<file path="src/rtl/cla_pipe_adder.sv">
// Pipelined carry-lookahead adder/subtractor: STAGES slices, one slice resolved per stage,
// slice carry registered between stages, valid/ready handshake with flush.

module cla_slice #(
    parameter int S     = 16,
    parameter int BLOCK = 4
) (
    input  logic [S-1:0] a_i,
    input  logic [S-1:0] b_i,
    input  logic         cin_i,
    output logic [S-1:0] sum_o,
    output logic         cout_o
);
    logic [BLOCK-1:0] g, p;
    logic             grp_g, grp_p, c, bc;

    // Group G/P skip the carry across each BLOCK; bit carries are resolved inside the group.
    always_comb begin
        sum_o = '0;
        g     = '0;
        p     = '0;
        grp_g = 1'b0;
        grp_p = 1'b0;
        bc    = 1'b0;
        c     = cin_i;
        for (int j = 0; j < S / BLOCK; j++) begin
            g     = a_i[j*BLOCK +: BLOCK] & b_i[j*BLOCK +: BLOCK];
            p     = a_i[j*BLOCK +: BLOCK] ^ b_i[j*BLOCK +: BLOCK];
            grp_g = 1'b0;
            grp_p = 1'b1;
            for (int i = 0; i < BLOCK; i++) begin
                grp_g = g[i] | (p[i] & grp_g);
                grp_p = grp_p & p[i];
            end
            bc = c;
            for (int i = 0; i < BLOCK; i++) begin
                sum_o[j*BLOCK+i] = p[i] ^ bc;
                bc               = g[i] | (p[i] & bc);
            end
            c = grp_g | (grp_p & c);
        end
        cout_o = c;
    end
endmodule

module cla_pipe_adder #(
    parameter int WIDTH  = 32,
    parameter int BLOCK  = 4,
    parameter int STAGES = 2,
    parameter int TAG_W  = 5
) (
    input  logic             clk,
    input  logic             resetn,
    input  logic             flush,
    input  logic             in_valid,
    output logic             in_ready,
    input  logic [WIDTH-1:0] in_a,
    input  logic [WIDTH-1:0] in_b,
    input  logic             in_sub,
    input  logic             in_cin,
    input  logic [TAG_W-1:0] in_tag,
    output logic             out_valid,
    input  logic             out_ready,
    output logic [WIDTH-1:0] out_sum,
    output logic             out_cout,
    output logic             out_ovf,
    output logic             out_zero,
    output logic [TAG_W-1:0] out_tag
);
    localparam int S    = WIDTH / STAGES;
    localparam int LAST = STAGES - 1;

    if (STAGES < 1 || STAGES > WIDTH / BLOCK || (WIDTH % (STAGES * BLOCK)) != 0) begin : g_bad_cfg
        $error("cla_pipe_adder: WIDTH must be a multiple of STAGES*BLOCK, STAGES in 1..WIDTH/BLOCK");
    end

    logic [STAGES-1:0]             v_q, v_d, adv, load;
    logic [STAGES-1:0][WIDTH-1:0]  a_q, bx_q, sum_q;
    logic [STAGES-1:0]             c_q;
    logic [STAGES-1:0][TAG_W-1:0]  tag_q;
    logic                          ovf_q, zero_q, ovf_d, zero_d;

    logic [STAGES-1:0][WIDTH-1:0]  st_a, st_bx, st_sum, nsum;
    logic [STAGES-1:0]             st_cin, slice_c;
    logic [STAGES-1:0][TAG_W-1:0]  st_tag;
    logic [STAGES-1:0][S-1:0]      slice_sum;
    logic                          room;

    // Stage inputs: stage 0 takes the ports (B pre-inverted for subtract), later stages the previous regs.
    always_comb begin
        st_a[0]   = in_a;
        st_bx[0]  = in_sub ? ~in_b : in_b;
        st_sum[0] = '0;
        st_cin[0] = in_sub | in_cin;
        st_tag[0] = in_tag;
        for (int k = 1; k < STAGES; k++) begin
            st_a[k]   = a_q[k-1];
            st_bx[k]  = bx_q[k-1];
            st_sum[k] = sum_q[k-1];
            st_cin[k] = c_q[k-1];
            st_tag[k] = tag_q[k-1];
        end
    end

    for (genvar k = 0; k < STAGES; k++) begin : g_stage
        cla_slice #(.S(S), .BLOCK(BLOCK)) u_slice (
            .a_i   (st_a[k][k*S +: S]),
            .b_i   (st_bx[k][k*S +: S]),
            .cin_i (st_cin[k]),
            .sum_o (slice_sum[k]),
            .cout_o(slice_c[k])
        );
    end

    always_comb begin
        for (int k = 0; k < STAGES; k++) begin
            nsum[k]            = st_sum[k];
            nsum[k][k*S +: S]  = slice_sum[k];
        end
    end

    // Flags only from the fully assembled sum of the final stage.
    assign ovf_d  = (st_a[LAST][WIDTH-1] == st_bx[LAST][WIDTH-1]) &&
                    (nsum[LAST][WIDTH-1] != st_a[LAST][WIDTH-1]);
    assign zero_d = (nsum[LAST] == '0);

    // Ready chain walks back from the output; room = stage k may take a new entry.
    always_comb begin
        room = out_ready;
        adv  = '0;
        load = '0;
        v_d  = '0;
        for (int k = LAST; k >= 0; k--) begin
            adv[k] = v_q[k] & room;
            room   = ~v_q[k] | adv[k];
        end
        in_ready = room & ~flush;
        load[0]  = in_valid & in_ready;
        for (int k = 1; k < STAGES; k++) load[k] = adv[k-1];
        for (int k = 0; k < STAGES; k++) v_d[k] = ~flush & (load[k] | (v_q[k] & ~adv[k]));
    end

    always_ff @(posedge clk or negedge resetn) begin
        if (!resetn) begin
            v_q    <= '0;
            a_q    <= '0;
            bx_q   <= '0;
            sum_q  <= '0;
            c_q    <= '0;
            tag_q  <= '0;
            ovf_q  <= 1'b0;
            zero_q <= 1'b1;
        end else begin
            v_q <= v_d;
            for (int k = 0; k < STAGES; k++) begin
                if (load[k]) begin
                    a_q[k]   <= st_a[k];
                    bx_q[k]  <= st_bx[k];
                    sum_q[k] <= nsum[k];
                    c_q[k]   <= slice_c[k];
                    tag_q[k] <= st_tag[k];
                end
            end
            if (load[LAST]) begin
                ovf_q  <= ovf_d;
                zero_q <= zero_d;
            end
        end
    end

    // Finished low operand slices and the last stage's operand copies are dead.
    logic unused_bits;
    assign unused_bits = ^{st_a, st_bx, a_q, bx_q};

    assign out_valid = v_q[LAST];
    assign out_sum   = sum_q[LAST];
    assign out_cout  = c_q[LAST];
    assign out_ovf   = ovf_q;
    assign out_zero  = zero_q;
    assign out_tag   = tag_q[LAST];
endmodule

</file>
<file path="config.mk">
export PLATFORM = sky130hd
export DESIGN_NAME = cla_pipe_adder
export DESIGN_NICKNAME = d
export VERILOG_FILES = /design/src/rtl/cla_pipe_adder.sv
export SDC_FILE = /design/constraint.sdc
export NUM_CORES = 1
export LEC_CHECK = 0
export CORE_MARGIN = 5
export CORE_UTILIZATION = 46
export CTS_CLUSTER_DIAMETER = 50
export DETAILED_ROUTE_END_ITERATION = 12
export PLACE_DENSITY = 0.77
export SETUP_SLACK_MARGIN = 0.2
export SYNTH_ARGS = -nofsm -noshare
export SYNTH_HDL_FRONTEND = slang
export SYNTH_SLANG_ARGS = --single-unit
</file>
<file path="constraint.sdc">
create_clock -name clk -period 3.3 [get_ports clk]
set_clock_uncertainty 0.05 [all_clocks]
set_input_delay 0.825 -clock clk [delete_from_list [all_inputs] [get_ports clk]]
set_output_delay 0.825 -clock clk [all_outputs]
set_load 0.05 [all_outputs]
</file>
# After elaboration in Yosys (flattened, before gate mapping)
# Cells that the tools add are included.
# totals
reg_bits,128
output_inout_bits,42
input_bits,76
elab_cells,219
# op_classes
bitwise_logic,203
eq_ne,2
mux,1
reduce_logical,2
# op_table
op,n
$and A1 B1 Y1,88
$or A1 B1 Y1,61
$and A4 B4 Y4,8
$logic_not A32 Y1,1
$mux W32,1
$not A32 Y32,1
$xor A1 B1 Y1,32
$xor A4 B4 Y4,8
$not A1 Y1,5
$eq A1 B1 Y1,1
$logic_and A1 B1 Y1,1
$ne A1 B1 Y1,1

# Depth between registers and ports, before layout
# logic_depth
word_depth,21
mapped_depth,13
mapped_depth_nobuf,13

# Cells and area by module
# Synthesis repeated with hierarchy kept, for this count alone.
# unflattened
hier_cells,386
area_unflattened_um2,5492.8
# by_module_without_submodules
mod,area_each_um2,seq_area_each_um2,n_inst,cells_per_inst
cla_pipe_adder,4177.8,2403.6,1,261
cla_slice (g_stage[0].u_slice),675.6,0.0,1,64
cla_slice (g_stage[1].u_slice),639.4,0.0,1,61

# Least setup slack after synthesis
# OpenSTA, ideal clock, no wires.
# synth_timing
path_type,in2reg
startpoint,in in_sub
endpoint,"reg sum_q, in the netlist nsum[47]"
slack_ps,-729
arrival_time_ps,3897
n_path_buf,2
required_ps,3167
path_stages,13
setup_time_ps,83
cell_sequence,buf_4 > buf_2 > xor2_1 > ha_1 > and4_1 > a21o_1 > a311oi_2 > o31a_1 > fa_1 > fa_1 > fa_1 > xor2_1 > o21ai_0
# synth_between
elab_chain_cells,20
word_cells_on_any_way,50
classes_between,1 x mux; 49 x bitwise
# synth_lines
item,line,text
start: declaration,59,"input logic in_sub,"
$mux W32,92,st_bx[0] = in_sub ? ~in_b : in_b;
$xor A4 B4 Y4 / $and A4 B4 Y4 (equally long branches),"28, 27",
$and A1 B1 Y1,32,grp_g = g[i] | (p[i] & grp_g);
$or A1 B1 Y1,32,
$and A1 B1 Y1,32,
$or A1 B1 Y1,32,
$and A1 B1 Y1,32,
$or A1 B1 Y1,32,
[4 not listed],n/a,
$or A1 B1 Y1,40,c = grp_g | (grp_p & c);
$and A1 B1 Y1,38,bc = g[i] | (p[i] & bc);
$or A1 B1 Y1,38,
$and A1 B1 Y1,38,
$or A1 B1 Y1,38,
$and A1 B1 Y1,38,
$or A1 B1 Y1,38,
$xor A1 B1 Y1 *,37,sum_o[j*BLOCK+i] = p[i] ^ bc;
end signal: indexed assignment,159,sum_q[k] <= nsum[k];
end: declaration,78,"logic [STAGES-1:0][WIDTH-1:0] a_q, bx_q, sum_q;"
# Every way passes the cells marked *; elsewhere a longest branch is shown, timed or not.
# A chain may end at the register's enable or synchronous reset.

# Worst setup path after layout
# layout_timing
startpoint,reg a_q[16] (netlist name)
endpoint,"reg zero_q, in the netlist out_zero"
# layout_between
word_cells_on_any_way,58
classes_between,57 x bitwise; 1 x reduce/logical
# layout_rtl
item,line,text
start: declaration,78,
start signal: indexed assignment,157,a_q[k] <= st_a[k];
$and A4 B4 Y4,27,g = a_i[j*BLOCK +: BLOCK] & b_i[j*BLOCK +: BLOCK];
$and A1 B1 Y1,32,
$or A1 B1 Y1,32,
$and A1 B1 Y1,32,
$or A1 B1 Y1,32,
$and A1 B1 Y1,32,
$or A1 B1 Y1,32,
$or A1 B1 Y1 *,40,
[3 not listed],n/a,
$or A1 B1 Y1 *,40,
$and A1 B1 Y1 *,38,
$or A1 B1 Y1 *,38,
$and A1 B1 Y1 *,38,
$or A1 B1 Y1 *,38,
$xor A1 B1 Y1 *,37,
net g_stage[1].u_slice.sum_o[14],11,"output logic [S-1:0] sum_o,"
$logic_not A32 Y1 *,125,assign zero_d = (nsum[LAST] == '0);
end signal: assignment,166,zero_q <= zero_d;
end: declaration,81,"logic ovf_q, zero_q, ovf_d, zero_d;"
# The timed path passes the listed nets; every way through them passes the cells marked *.

==> impl_metrics.json <==
{
  "crit_start": "a_q[16]$_DFFE_PN0P_",
  "place_area_um2": 6880,
  "grt_pass1_wl_um": 21300,
  "p_clk_share_pct": 20.6,
  "path_common_cell": "fa_2",
  "period_share_pct": 112,
  "grt_use_met1_pct": 24.8,
  "yosysWarnings": 0,
  "grt-ovfl-total": 0,
  "avgViaCountPerCell": 5.09,
  "p_seq_share_pct": 33.7,
  "critical_path.max_fanout": 2,
  "grt_use_met3_pct": 4.87,
  "globalplace.congestion": 0.896,
  "grt_start_max_net_pins": 52,
  "worst_slack_ns": -0.393,
  "wire_per_inst_um": 16.7,
  "layout-drive-gt1-share_pct": 22.7,
  "synthDistinctLibCells": 41,
  "die_area_um2": 13600,
  "combinationalPowerShare_pct": 45.7,
  "crit_path_start_kind": "flop",
  "maxCapViolations": 0,
  "path_cells": "ha_1 > a21oi_2 > o221ai_2 > a221o_1 > a21o_1 > fa_2 > fa_2 > fa_2 > nor4b_4 > buf_4 > nand4_1 > nor2_1 > nand4_1 > o21ai_1",
  "syn_area_um2": 5240,
  "finalHoldViolations": 0,
  "final_antenna_net_count": 0,
  "drv_slew": 0,
  "hp-start": "out_zero$_DFFE_PN1P_",
  "start_util_pct": 46.5,
  "crit_slowest_cell": "fa_2",
  "grt_pass1_vias": 4524,
  "synth.top_cells.by_area": "dfrtp_1 45%, fa_1 9.2%, ha_1 7.6%",
  "die_h_um": 117,
  "dp_cells": 764,
  "antenna-diode-count": 0,
  "critPathBufInv": 1,
  "stdcell_area_um2": 7510,
  "synth_ff_type": "dfrtp_1",
  "cts_buffers": 9,
  "synth_nets": 619,
  "antenna_found_initial": 0,
  "cp.arrival_ns": 3.91,
  "hpwlAfterDp_um": 9480,
  "violations": "setup timing",
  "hold_class": "reg -> reg",
  "ir_drop_mv": 0.611,
  "fp.coreArea_um2": 11300,
  "leakagePower_nw": 3.49,
  "status": "finished with violations",
  "slew-limit-headroom_pct": 57.9,
  "power.density_nw_per_um2": 671,
  "synth-seq-cells": 96,
  "final_cells": 791,
  "clkSinkCount": 96,
  "worst_slew_pin_slew_ns": 0.631,
  "synth-async-reset-ratio_pct": 100,
  "p_sw_share_pct": 39.1,
  "ys_seq_area_share_pct": 45.9,
  "clock-root-buffer": "clkbuf_16",
  "yosysTopAreaCellShare_pct": 45.4,
  "num_io_pins": 118,
  "cpPeakStageDelay_ns": 0.46,
  "syn_area_per_cell_um2": 10.8,
  "grt.busiest_layer": "met2",
  "drt-initial-drc-count": 166,
  "rsz0062_at_grt": "yes",
  "grt_usage_pct": 20.0,
  "met2_usage_pct": 34.8,
  "cts_tree": "built",
  "clockBufferDepth": 2,
  "postSynthCellCount": 487,
  "syn_to_final_growth_pct": 43.5,
  "cts.reportedPaths.clkPinSlew_ns": 0.06,
  "rr_startpoint": "a_q[16]$_DFFE_PN0P_",
  "insertion_delay_ns": 0.34,
  "drt_pass1_iterations": 4,
  "drcViolationCount": 0,
  "die_w_um": 117,
  "io_buffers": 117,
  "regArea_um2": 2400,
  "yosysTopAreaCell": "dfrtp_1",
  "fill_cells": 842,
  "min_period_ns": 3.69,
  "rows": 39,
  "routed_wirelength_um": 13200,
  "nNetsFinal": 775,
  "ctsHtreeMaxLevel": 3,
  "max_freq_mhz": 271,
  "switchingPower_mw": 1.97,
  "cp_top_family": "adder cells",
  "fin_tns_setup_ns": -0.683,
  "multi_input_area_um2": 2900,
  "internal_power_mw": 3.07,
  "cp-end-kind": "flop",
  "dr_total_vias": 4029,
  "hold_buffers": 0,
  "synth_edf_count": 0,
  "crit_required_ns": 3.52,
  "path_class": "reg -> reg",
  "setup_viol": 7
}
-- cells by family (layout without fill, tap and decap cells) --
group	after synthesis	after routing	share of synthesized area, %
AOI/OAI and AO/OA	73	73	8.67
adders and majority gates	56	56	16.8
and+or+nand+nor	136	136	10.8
muxes	32	32	6.88
DFF	96	96	45.9
buffers and inverters	53	214	4.06
xor gates and xnor gates	41	41	6.86
-- routing by layer --
| metal | vias up | wire length [um] |
|---|---|---|
| met2 | 106 | 6680 |
| met1 | 1980 | 5430 |
| met4 | 0 | 243 |
| met5 | - | 0 |
| li1 | 1921 | - |
| met3 | 22 | 858 |
-- sequential cells by signal, summed over array words and instances (netlist names) --
signal / flops
st_tag: 5
nsum: 16
out_ovf: 1
c_q: 2
out_tag: 5
a_q: 16
v_q: 2
out_zero: 1
out_sum: 32
bx_q: 16
-- cell type report --
cell class	instances	share of cell area [%]
Clock buffer	11	3.23
Multi-Input combinational cell	338	38.7
Tap cell	143	2.38
Timing Repair Buffer	166	21.4
Clock inverter	5	0.749
Sequential cell	96	32.0
Inverter	32	1.60
-- worst min-delay path: stages (launching register included) --
cell	delay, ns
dfstp_2	0.37
nand2_1	0.04
o21ai_1	0.05
-- metrics by stage --
step | setup slack [ns] | hold WS (ns) | total power, mW | utilization (%)
after detailed placement | -0.727 | 0.404 | 3.89 | 61.1
after global placement | -0.632 | 0.404 | 3.83 | 61.1
after CTS | -0.459 | 0.414 | 5.03 | 65.3
final | -0.393 | 0.413 | 5.04 | 66.7
after global routing | -0.555 | 0.448 | 5.32 | 66.7
after floorplan | -0.329 | 0.392 | 3.01 | -
-- timing repair --
action | in CTS | in global routing
gates resized for setup | 44 | 24
setup endpoints to repair | 15 | 15
gates cloned | 1 | 0
buffers inserted | 8 | 2
pin swaps | 25 | 19
-- worst paths after layout --
| check | to | slack [ns] | cells after the start |
|---|---|---|---|
| worst max-delay path | out_zero$_DFFE_PN1P_ | -0.39 | 14 |
| worst max register to register | out_zero$_DFFE_PN1P_ | -0.39 | 14 |
| min in group asynchronous | out_tag[4]$_DFFE_PN0P_ | 0.45 | 1 |
| worst min register to register | out_zero$_DFFE_PN1P_ | 0.41 | 2 |
| worst min-delay path | out_zero$_DFFE_PN1P_ | 0.41 | 2 |
| max in group asynchronous | st_tag[7]$_DFFE_PN0P_ | 2.03 | 2 |
-- Yosys cell counts, types with 2 or more instances --
master	n
o21ai_0	39
fa_1	24
nor2_1	11
nand4_1	5
clkbuf_1	10
a211oi_1	2
mux2_2	32
xnor2_1	20
a21oi_1	11
buf_1	2
nand3_1	2
ha_1	32
and4_1	2
dfrtp_1	95
buf_2	8
a21o_1	7
nand2_1	105
inv_1	32
nor4_1	6
xor2_1	21
-- power groups by stage --
stage	clock (mW)	sequential [mW]	combinational (mW)
after floorplan	0	2.34	0.675
after global routing	1.12	1.74	2.47
final	1.04	1.70	2.30
after global placement	0	1.70	2.13
after detailed placement	0	1.72	2.17
after CTS	1.07	1.70	2.26
-- cells in the final DEF (no fill, tap or decap), types with 2 or more instances in the layout --
cell / synthesis / final
nand2_1: 105 / 103
clkdlybuf4s50_1: 0 / 100
dfrtp_1: 95 / 95
buf_4: 1 / 43
inv_1: 32 / 32
mux2_2: 32 / 30
o21ai_0: 39 / 29
ha_1: 32 / 26
xnor2_1: 20 / 18
fa_2: 0 / 15
xor2_1: 21 / 13
nor2_1: 11 / 10
o21ai_1: 0 / 10
fa_1: 24 / 9
clkbuf_16: 0 / 9
a21oi_1: 11 / 8
dlygate4sd2_1: 0 / 8
a21o_1: 7 / 7
nor4_1: 6 / 6
xor2_2: 0 / 5
nand4_1: 5 / 5
ha_4: 0 / 5
buf_12: 0 / 5
a21oi_2: 0 / 3
xor2_4: 0 / 3
clkdlybuf4s15_1: 0 / 3
buf_6: 0 / 3
nand3_1: 2 / 2
nand2_2: 0 / 2
xnor2_2: 0 / 2
mux2_4: 0 / 2
clkinv_2: 0 / 2
clkbuf_2: 0 / 2
Power figures use the tool's default switching activity.
